[src/rtl/cpu_pkg.sv]
// rtl/cpu_pkg.sv - shared types and constants for the fetch stage
// Purpose: fetch FSM state encoding, next-pc selector encoding, instruction
// field positions shared by fetch_unit, pc_next and fetch_unit_if.
// Ports: none (package).
package cpu_pkg;

    typedef enum logic [1:0] {
        ST_BOOT  = 2'd0,
        ST_FETCH = 2'd1,
        ST_HOLD  = 2'd2,
        ST_DRAIN = 2'd3
    } fetch_state_e;

    typedef enum logic [1:0] {
        PC_KEEP   = 2'd0,
        PC_INC    = 2'd1,
        PC_BRANCH = 2'd2
    } pc_sel_e;

    localparam int INSTR_W    = 32;
    localparam int OPFUNC_W   = 12;
    localparam int OPFUNC_MSB = 31;
    localparam int OPFUNC_LSB = 20;

    localparam logic [3:0] COND_AL = 4'd14;

endpackage

[src/rtl/fetch_unit_if.sv]
// rtl/fetch_unit_if.sv - fetch stage bus bundle (imem, decode, redirect)
// Purpose: groups the instruction-memory req/ack port, the decode valid/ready
// port and the controller redirect inputs.
// Ports (master = fetch_unit side):
//   out: imem_req, imem_addr, if_valid, if_instr, opfunc, if_pc, link_addr
//   in : imem_ack, imem_rdata, if_ready, pc_src, branch_target
//   link is driven by the controller and consumed by the register file only.
interface fetch_unit_if #(
    parameter int ADDR_W = 32
);
    import cpu_pkg::*;

    logic                imem_req;
    logic [ADDR_W-1:0]   imem_addr;
    logic                imem_ack;
    logic [INSTR_W-1:0]  imem_rdata;
    logic                if_valid;
    logic                if_ready;
    logic [INSTR_W-1:0]  if_instr;
    logic [OPFUNC_W-1:0] opfunc;
    logic [ADDR_W-1:0]   if_pc;
    logic [ADDR_W-1:0]   link_addr;
    logic                pc_src;
    logic [ADDR_W-1:0]   branch_target;
    logic                link;

    modport master (
        output imem_req, imem_addr, if_valid, if_instr, opfunc, if_pc, link_addr,
        input  imem_ack, imem_rdata, if_ready, pc_src, branch_target
    );

    modport slave (
        input  imem_req, imem_addr, if_valid, if_instr, opfunc, if_pc, link_addr,
        output imem_ack, imem_rdata, if_ready, pc_src, branch_target, link
    );

endinterface

[src/rtl/fetch_unit_pc_next.sv]
// rtl/fetch_unit_pc_next.sv - next program counter selector
// Purpose: combinational choice between pc, pc + 4 and the word-aligned
// branch target.
// Ports:
//   sel           in  selector (keep / increment / branch)
//   pc            in  current program counter
//   branch_target in  redirect address, low two bits dropped
//   pc_inc        out pc + 4, wraps modulo 2^ADDR_W
//   next_pc       out selected next program counter
module pc_next
    import cpu_pkg::*;
#(
    parameter int ADDR_W = 32
) (
    input  pc_sel_e           sel,
    input  logic [ADDR_W-1:0] pc,
    input  logic [ADDR_W-1:0] branch_target,
    output logic [ADDR_W-1:0] pc_inc,
    output logic [ADDR_W-1:0] next_pc
);

    assign pc_inc = pc + ADDR_W'(4);

    always_comb begin
        next_pc = pc;
        unique case (sel)
            PC_INC:    next_pc = pc_inc;
            PC_BRANCH: next_pc = branch_target & ~ADDR_W'(3);
            default:   next_pc = pc;
        endcase
    end

endmodule

[src/rtl/fetch_unit.sv]
// rtl/fetch_unit.sv - instruction fetch stage with redirect and drain
// Purpose: owns the program counter, fetches words over imem req/ack, holds
// each instruction for decode under valid/ready and applies redirects.
// Ports:
//   clk   in  rising-edge clock
//   rst_n in  asynchronous active-low reset
//   bus   fetch_unit_if.master (imem port, decode port, redirect inputs)
module fetch_unit
    import cpu_pkg::*;
#(
    parameter int                ADDR_W   = 32,
    parameter logic [ADDR_W-1:0] RESET_PC = '0
) (
    input  logic          clk,
    input  logic          rst_n,
    fetch_unit_if.master  bus
);

    fetch_state_e        state_q, state_d;
    pc_sel_e             pc_sel;
    logic                capture;
    logic [ADDR_W-1:0]   pc_q, pc_d, pc_inc;
    // Address of the request on the bus; lets DRAIN keep presenting the old
    // address after pc has already moved to the redirect target.
    logic [ADDR_W-1:0]   addr_q;
    logic [INSTR_W-1:0]  if_instr_q;
    logic [ADDR_W-1:0]   if_pc_q;
    logic [ADDR_W-1:0]   link_q;

    pc_next #(.ADDR_W(ADDR_W)) u_pc_next (
        .sel           (pc_sel),
        .pc            (pc_q),
        .branch_target (bus.branch_target),
        .pc_inc        (pc_inc),
        .next_pc       (pc_d)
    );

    // Redirect wins over ack and ready in every state.
    always_comb begin
        state_d = state_q;
        pc_sel  = PC_KEEP;
        capture = 1'b0;
        unique case (state_q)
            ST_BOOT: begin
                state_d = ST_FETCH;
                if (bus.pc_src) pc_sel = PC_BRANCH;
            end
            ST_FETCH: begin
                if (bus.pc_src) begin
                    pc_sel  = PC_BRANCH;
                    // A returning word is dropped; otherwise wait it out.
                    state_d = bus.imem_ack ? ST_FETCH : ST_DRAIN;
                end else if (bus.imem_ack) begin
                    pc_sel  = PC_INC;
                    capture = 1'b1;
                    state_d = ST_HOLD;
                end
            end
            ST_HOLD: begin
                if (bus.pc_src) begin
                    pc_sel  = PC_BRANCH;
                    state_d = ST_FETCH;
                end else if (bus.if_ready) begin
                    state_d = ST_FETCH;
                end
            end
            ST_DRAIN: begin
                if (bus.pc_src) pc_sel = PC_BRANCH;
                if (bus.imem_ack) state_d = ST_FETCH;
            end
            default: state_d = ST_BOOT;
        endcase
    end

    always_ff @(posedge clk or negedge rst_n) begin
        if (!rst_n) begin
            state_q    <= ST_BOOT;
            pc_q       <= RESET_PC;
            addr_q     <= RESET_PC;
            if_instr_q <= '0;
            if_pc_q    <= '0;
            link_q     <= ADDR_W'(4);
        end else begin
            state_q <= state_d;
            pc_q    <= pc_d;
            if (state_q == ST_FETCH) addr_q <= pc_q;
            if (capture) begin
                if_instr_q <= bus.imem_rdata;
                if_pc_q    <= pc_q;
                link_q     <= pc_inc;
            end
        end
    end

    assign bus.imem_req  = (state_q == ST_FETCH) || (state_q == ST_DRAIN);
    assign bus.imem_addr = (state_q == ST_DRAIN) ? addr_q : pc_q;
    assign bus.if_valid  = (state_q == ST_HOLD);
    assign bus.if_instr  = if_instr_q;
    assign bus.opfunc    = if_instr_q[OPFUNC_MSB:OPFUNC_LSB];
    assign bus.if_pc     = if_pc_q;
    assign bus.link_addr = link_q;

endmodule
[src/flat_wrapper.sv]
// flat-port wrapper written by rule: the top's interface ports become plain ports
module fetch_unit_flat import cpu_pkg::*;
#(
    parameter int                ADDR_W   = 32,
    parameter logic [ADDR_W-1:0] RESET_PC = '0
)
  (clk, rst_n, bus_imem_req, bus_imem_addr, bus_if_valid, bus_if_instr, bus_opfunc, bus_if_pc, bus_link_addr, bus_imem_ack, bus_imem_rdata, bus_if_ready, bus_pc_src, bus_branch_target);
  fetch_unit_if #(.ADDR_W(ADDR_W)) bus_i ();
  input  logic clk;
  input  logic rst_n;
  output wire logic [$bits(bus_i.imem_req)-1:0] bus_imem_req;
  output wire logic [$bits(bus_i.imem_addr)-1:0] bus_imem_addr;
  output wire logic [$bits(bus_i.if_valid)-1:0] bus_if_valid;
  output wire logic [$bits(bus_i.if_instr)-1:0] bus_if_instr;
  output wire logic [$bits(bus_i.opfunc)-1:0] bus_opfunc;
  output wire logic [$bits(bus_i.if_pc)-1:0] bus_if_pc;
  output wire logic [$bits(bus_i.link_addr)-1:0] bus_link_addr;
  input wire logic [$bits(bus_i.imem_ack)-1:0] bus_imem_ack;
  input wire logic [$bits(bus_i.imem_rdata)-1:0] bus_imem_rdata;
  input wire logic [$bits(bus_i.if_ready)-1:0] bus_if_ready;
  input wire logic [$bits(bus_i.pc_src)-1:0] bus_pc_src;
  input wire logic [$bits(bus_i.branch_target)-1:0] bus_branch_target;
  assign bus_imem_req = bus_i.imem_req;
  assign bus_imem_addr = bus_i.imem_addr;
  assign bus_if_valid = bus_i.if_valid;
  assign bus_if_instr = bus_i.if_instr;
  assign bus_opfunc = bus_i.opfunc;
  assign bus_if_pc = bus_i.if_pc;
  assign bus_link_addr = bus_i.link_addr;
  assign bus_i.imem_ack = bus_imem_ack;
  assign bus_i.imem_rdata = bus_imem_rdata;
  assign bus_i.if_ready = bus_if_ready;
  assign bus_i.pc_src = bus_pc_src;
  assign bus_i.branch_target = bus_branch_target;
  fetch_unit #(.ADDR_W(ADDR_W), .RESET_PC(RESET_PC)) u_core (.clk(clk), .rst_n(rst_n), .bus(bus_i));
endmodule
[config.mk]
export PLATFORM = sky130hd
export DESIGN_NAME = fetch_unit_flat
export DESIGN_NICKNAME = d
export VERILOG_FILES = /design/src/rtl/cpu_pkg.sv /design/src/rtl/fetch_unit_if.sv /design/src/rtl/fetch_unit_pc_next.sv /design/src/rtl/fetch_unit.sv /design/src/flat_wrapper.sv
export SDC_FILE = /design/constraint.sdc
export NUM_CORES = 1
export LEC_CHECK = 0
export ABC_AREA = 1
export CAP_MARGIN = 20
export CORE_ASPECT_RATIO = 1.2
export CORE_MARGIN = 2
export CORE_UTILIZATION = 43
export DETAILED_ROUTE_END_ITERATION = 8
export PLACE_DENSITY = 0.76
export SKIP_LAST_GASP = 1
export SYNTH_ARGS = -nofsm -noshare
export SYNTH_HDL_FRONTEND = slang
export SYNTH_SLANG_ARGS = --single-unit
export TNS_END_PERCENT = 100
[constraint.sdc]
create_clock -name clk -period 2.3 [get_ports clk]
set_input_delay 0.46 -clock clk [delete_from_list [all_inputs] [get_ports clk]]
set_output_delay 0.46 -clock clk [all_outputs]
set_load 0.02 [all_outputs]
==> impl_results.md <==
- Initial Util: 43.49%
- TritonCTS clock tree: built
- Placed Area: 9418 sq um
- Fin nets: 1186
- Tot Pwr: 15.43 mW
- IO Port Bufs: 202
- Setup Viol. Count Final: 0
- Worst EP required: 1.84 ns
- Synth Area in Adders: 0.3454%
- Register-to-Register Setup Slack: 0.34 ns
- Crit start category: flip-flop
- Total number of yosys warnings: 0
- Final cell count without fillers: 1342
- CTS root buf: clkbuf_16
- Synthesized area per cell: 7.748 sq um
- Final wirelength: 20630 um
- Post-DR vias/cell: 5.051
- Leak Pwr: 4.735 nW
- Crit Path Class: reg -> out
- DRT iter0 DRCs: 506
- Worst hold path class: in -> async
- Final min period: 2.215 ns
- Antenna-violating nets left: 0
- Critical Path End Type: output port
- Final Max Tran Viols: 0
- Global-route usage over all layers: 23.34%
- Largest family of logic cells by synthesized area: simple AND/OR/NAND/NOR gates
- IO Count: 211
- Worst hold margin: -0.01295 ns
- Compound-Gate Fraction of Synth Area: 10.59%
- RSZ-0062 raised after global routing: true
- Fin area: 10060 sq um
- Post-Place Cells: 1312
- Power Density: 1533 nW/um^2
- FMAX: 0.4514 GHz
- Synth Register Bits: 154
- Length of the first detailed-routing pass in iterations: 5
- Overflow after GRT: 0
- Crit path DAT: 1.76 ns
- TritonCTS Buffers: 17
- Register area: 3855 sq um
- Die ar.: 17910 sq um
- CP max FO: 40
- Period Utilization, post-route: 96.32%
- Max-slew headroom: 47.96%
- Share of cells above drive strength 1: 4.885%
- Dpl hpwl: 14380 um
- Max cap viols: 0
- Die width: 122.5 um
- Residual DRC: 0
- Initial antenna violation count: 1
- Area grow syn2layout: 38.93%
- Hold Vio Cnt, Final: 6
- Worst-path clk slew: 0.06 ns
- Setup ws final: 0.08460 ns
- Die Span Y: 146.2 um
- Vias in the first global route: 6566
- Synth Instances: 935
- RePlAce Congestion: 0.8926
- Footprint of the multi-input gates: 2877 sq um
- Core Region: 16660 sq um
- Worst clock skew: 0.01686 ns
- Largest net degree at the start of global routing: 116
- Fin util: 60.43%
- Synth unique cells: 30
- Worst-Skew Late Latency: 0.42 ns
- Inserted Diodes: 0
- First-pass GRT wire length: 32870 um
- XOR/XNOR Fraction of Synth Area: 0.8463%
- Worst VDD drop: 0.6172 mV
- DR vias: 6778
- Mux cell area share after synthesis: 0%
- Setup bufs post-CTS: 0
- Worst-Margin Slew: 0.7806 ns
- # fillers: 1498
- Clk sinks: 154
- Hold buffers post-CTS: 0
- Failing checks: hold timing
- Htree depth: 4
- Simple-gate share of the synthesized area: 27.58%
- Placement row count: 52
- Routed len/inst: 15.37 um
- Run status: finished with violations
- Synthesized area: 7244 sq um
- Sequential fraction of the synthesis area: 53.21%
- Max Buffers Root-to-Sink: 2
- Setup WS pre-CTS: 0.07417 ns
-- synthesized netlist by cell type (all sizes together) --
library cell	instances	area, sq um
nand2	346	1299
dfrtp	153	3829
nor2	132	520.5
o21ai	91	455.4
inv	48	180.2
buf	36	252.7
a21oi	35	175.2
nand3	32	160.2
clkbuf	26	97.59
a31oi	11	68.82
o22ai	6	37.54
xor2	6	52.55
ha	2	25.02
o211ai	2	15.01
a22oi	1	7.510
and2	1	6.260
clkinv	1	3.750
conb	1	3.750
dfstp	1	26.28
nand4	1	6.260
nor4	1	6.260
o31ai	1	7.510
xnor2	1	8.760
-- registers in the layout (all words and copies together) (netlist names) --
register	flops
u_core.bus.if_instr	32
u_core.addr_q	30
u_core.bus.if_pc	30
u_core.bus.link_addr	30
u_core.pc_q	30
u_core.state_q	2
-- routing by layer --
layer / vias to the layer above / wire [um] / GRT usage (%)
met5: - / 10 / 0
met4: 2 / 579 / 8.621
met3: 34 / 1223 / 4.141
met2: 250 / 10340 / 40.36
met1: 3194 / 8476 / 28.87
li1: 3298 / - / -
-- final timing paths --
| path | startpoint | end | depth (start not counted) |
|---|---|---|---|
| max | u_core.state_q[1] | bus_imem_addr[20] | 5 |
| min | rst_n | u_core.addr_q[19] | 1 |
| min in group clk | u_core.bus.if_instr[0] | u_core.bus.if_instr[0] | 2 |
| min reg2reg | u_core.bus.if_instr[0] | u_core.bus.if_instr[0] | 2 |
| max in group asynchronous | rst_n | u_core.bus.link_addr[2] | 2 |
| max reg2reg | u_core.pc_q[2] | u_core.pc_q[14] | 9 |
-- stage by stage --
stage               hold WS [ns]  setup TNS [ns]
floorplan                 0.1644               0
global placement          0.4394               0
detailed placement        0.4454               0
CTS                     0.006589               0
global route             0.02064       -0.006940
finish                  -0.01295               0
-- report_power, final --
| part | total, mW | switching (mW) | internal, mW |
|---|---|---|---|
| Sequential | 4.80 | 0.832 | 3.97 |
| Clock | 3.26 | 1.12 | 2.14 |
| Combinational | 7.36 | 4.35 | 3.01 |
| Total | 15.4 | 6.31 | 9.12 |
-- timing repair --
| item | 4_1_cts | 5_1_grt |
|---|---|---|
| gates resized for setup | 30 | 4 |
| hold endpoints to repair | 0 | 0 |
| setup endpoints to repair | 30 | 5 |
-- layout by cell type, fill, tap and decap left out, types with 27 or more instances in the layout --
| master | Yosys | layout |
|---|---|---|
| a21oi_1 | 35 | 35 |
| o21ai_1 | 32 | 32 |
| o21ai_0 | 59 | 59 |
| dlygate4sd2_1 | 0 | 27 |
| inv_1 | 46 | 46 |
| dfrtp_1 | 153 | 153 |
| nand2_1 | 346 | 345 |
| nand3_1 | 32 | 32 |
| clkdlybuf4s50_1 | 0 | 171 |
| nor2_1 | 126 | 126 |
-- worst max-delay path, cell delays in order, from the launching register on --
cell and delay [ns]:
dfrtp_1 0.42, nand2_2 0.13, buf_12 0.20, nor2_1 0.06
a21oi_1 0.15, dlygate4sd2_1 0.35
-- cells by family (layout without fill, tap and decap cells) --
| logic type | count (synthesis) | after routing |
|---|---|---|
| compound gates | 147 | 147 |
| xor+xnor | 7 | 7 |
| fa+ha+maj | 2 | 2 |
| buf+inv | 111 | 297 |
| flops | 154 | 154 |
| other cells | 1 | 6 |
| simple gates | 513 | 513 |
-- final cells by class --
class / instances / share of cell area, %
clock buffer: 19 / 4.301
clock inverter: 11 / 2.424
inverter: 49 / 1.840
multi-input combinational: 675 / 28.58
sequential: 154 / 38.30
tap: 216 / 2.685
timing repair buffer: 218 / 21.87
Power figures use the tool's default switching activity.
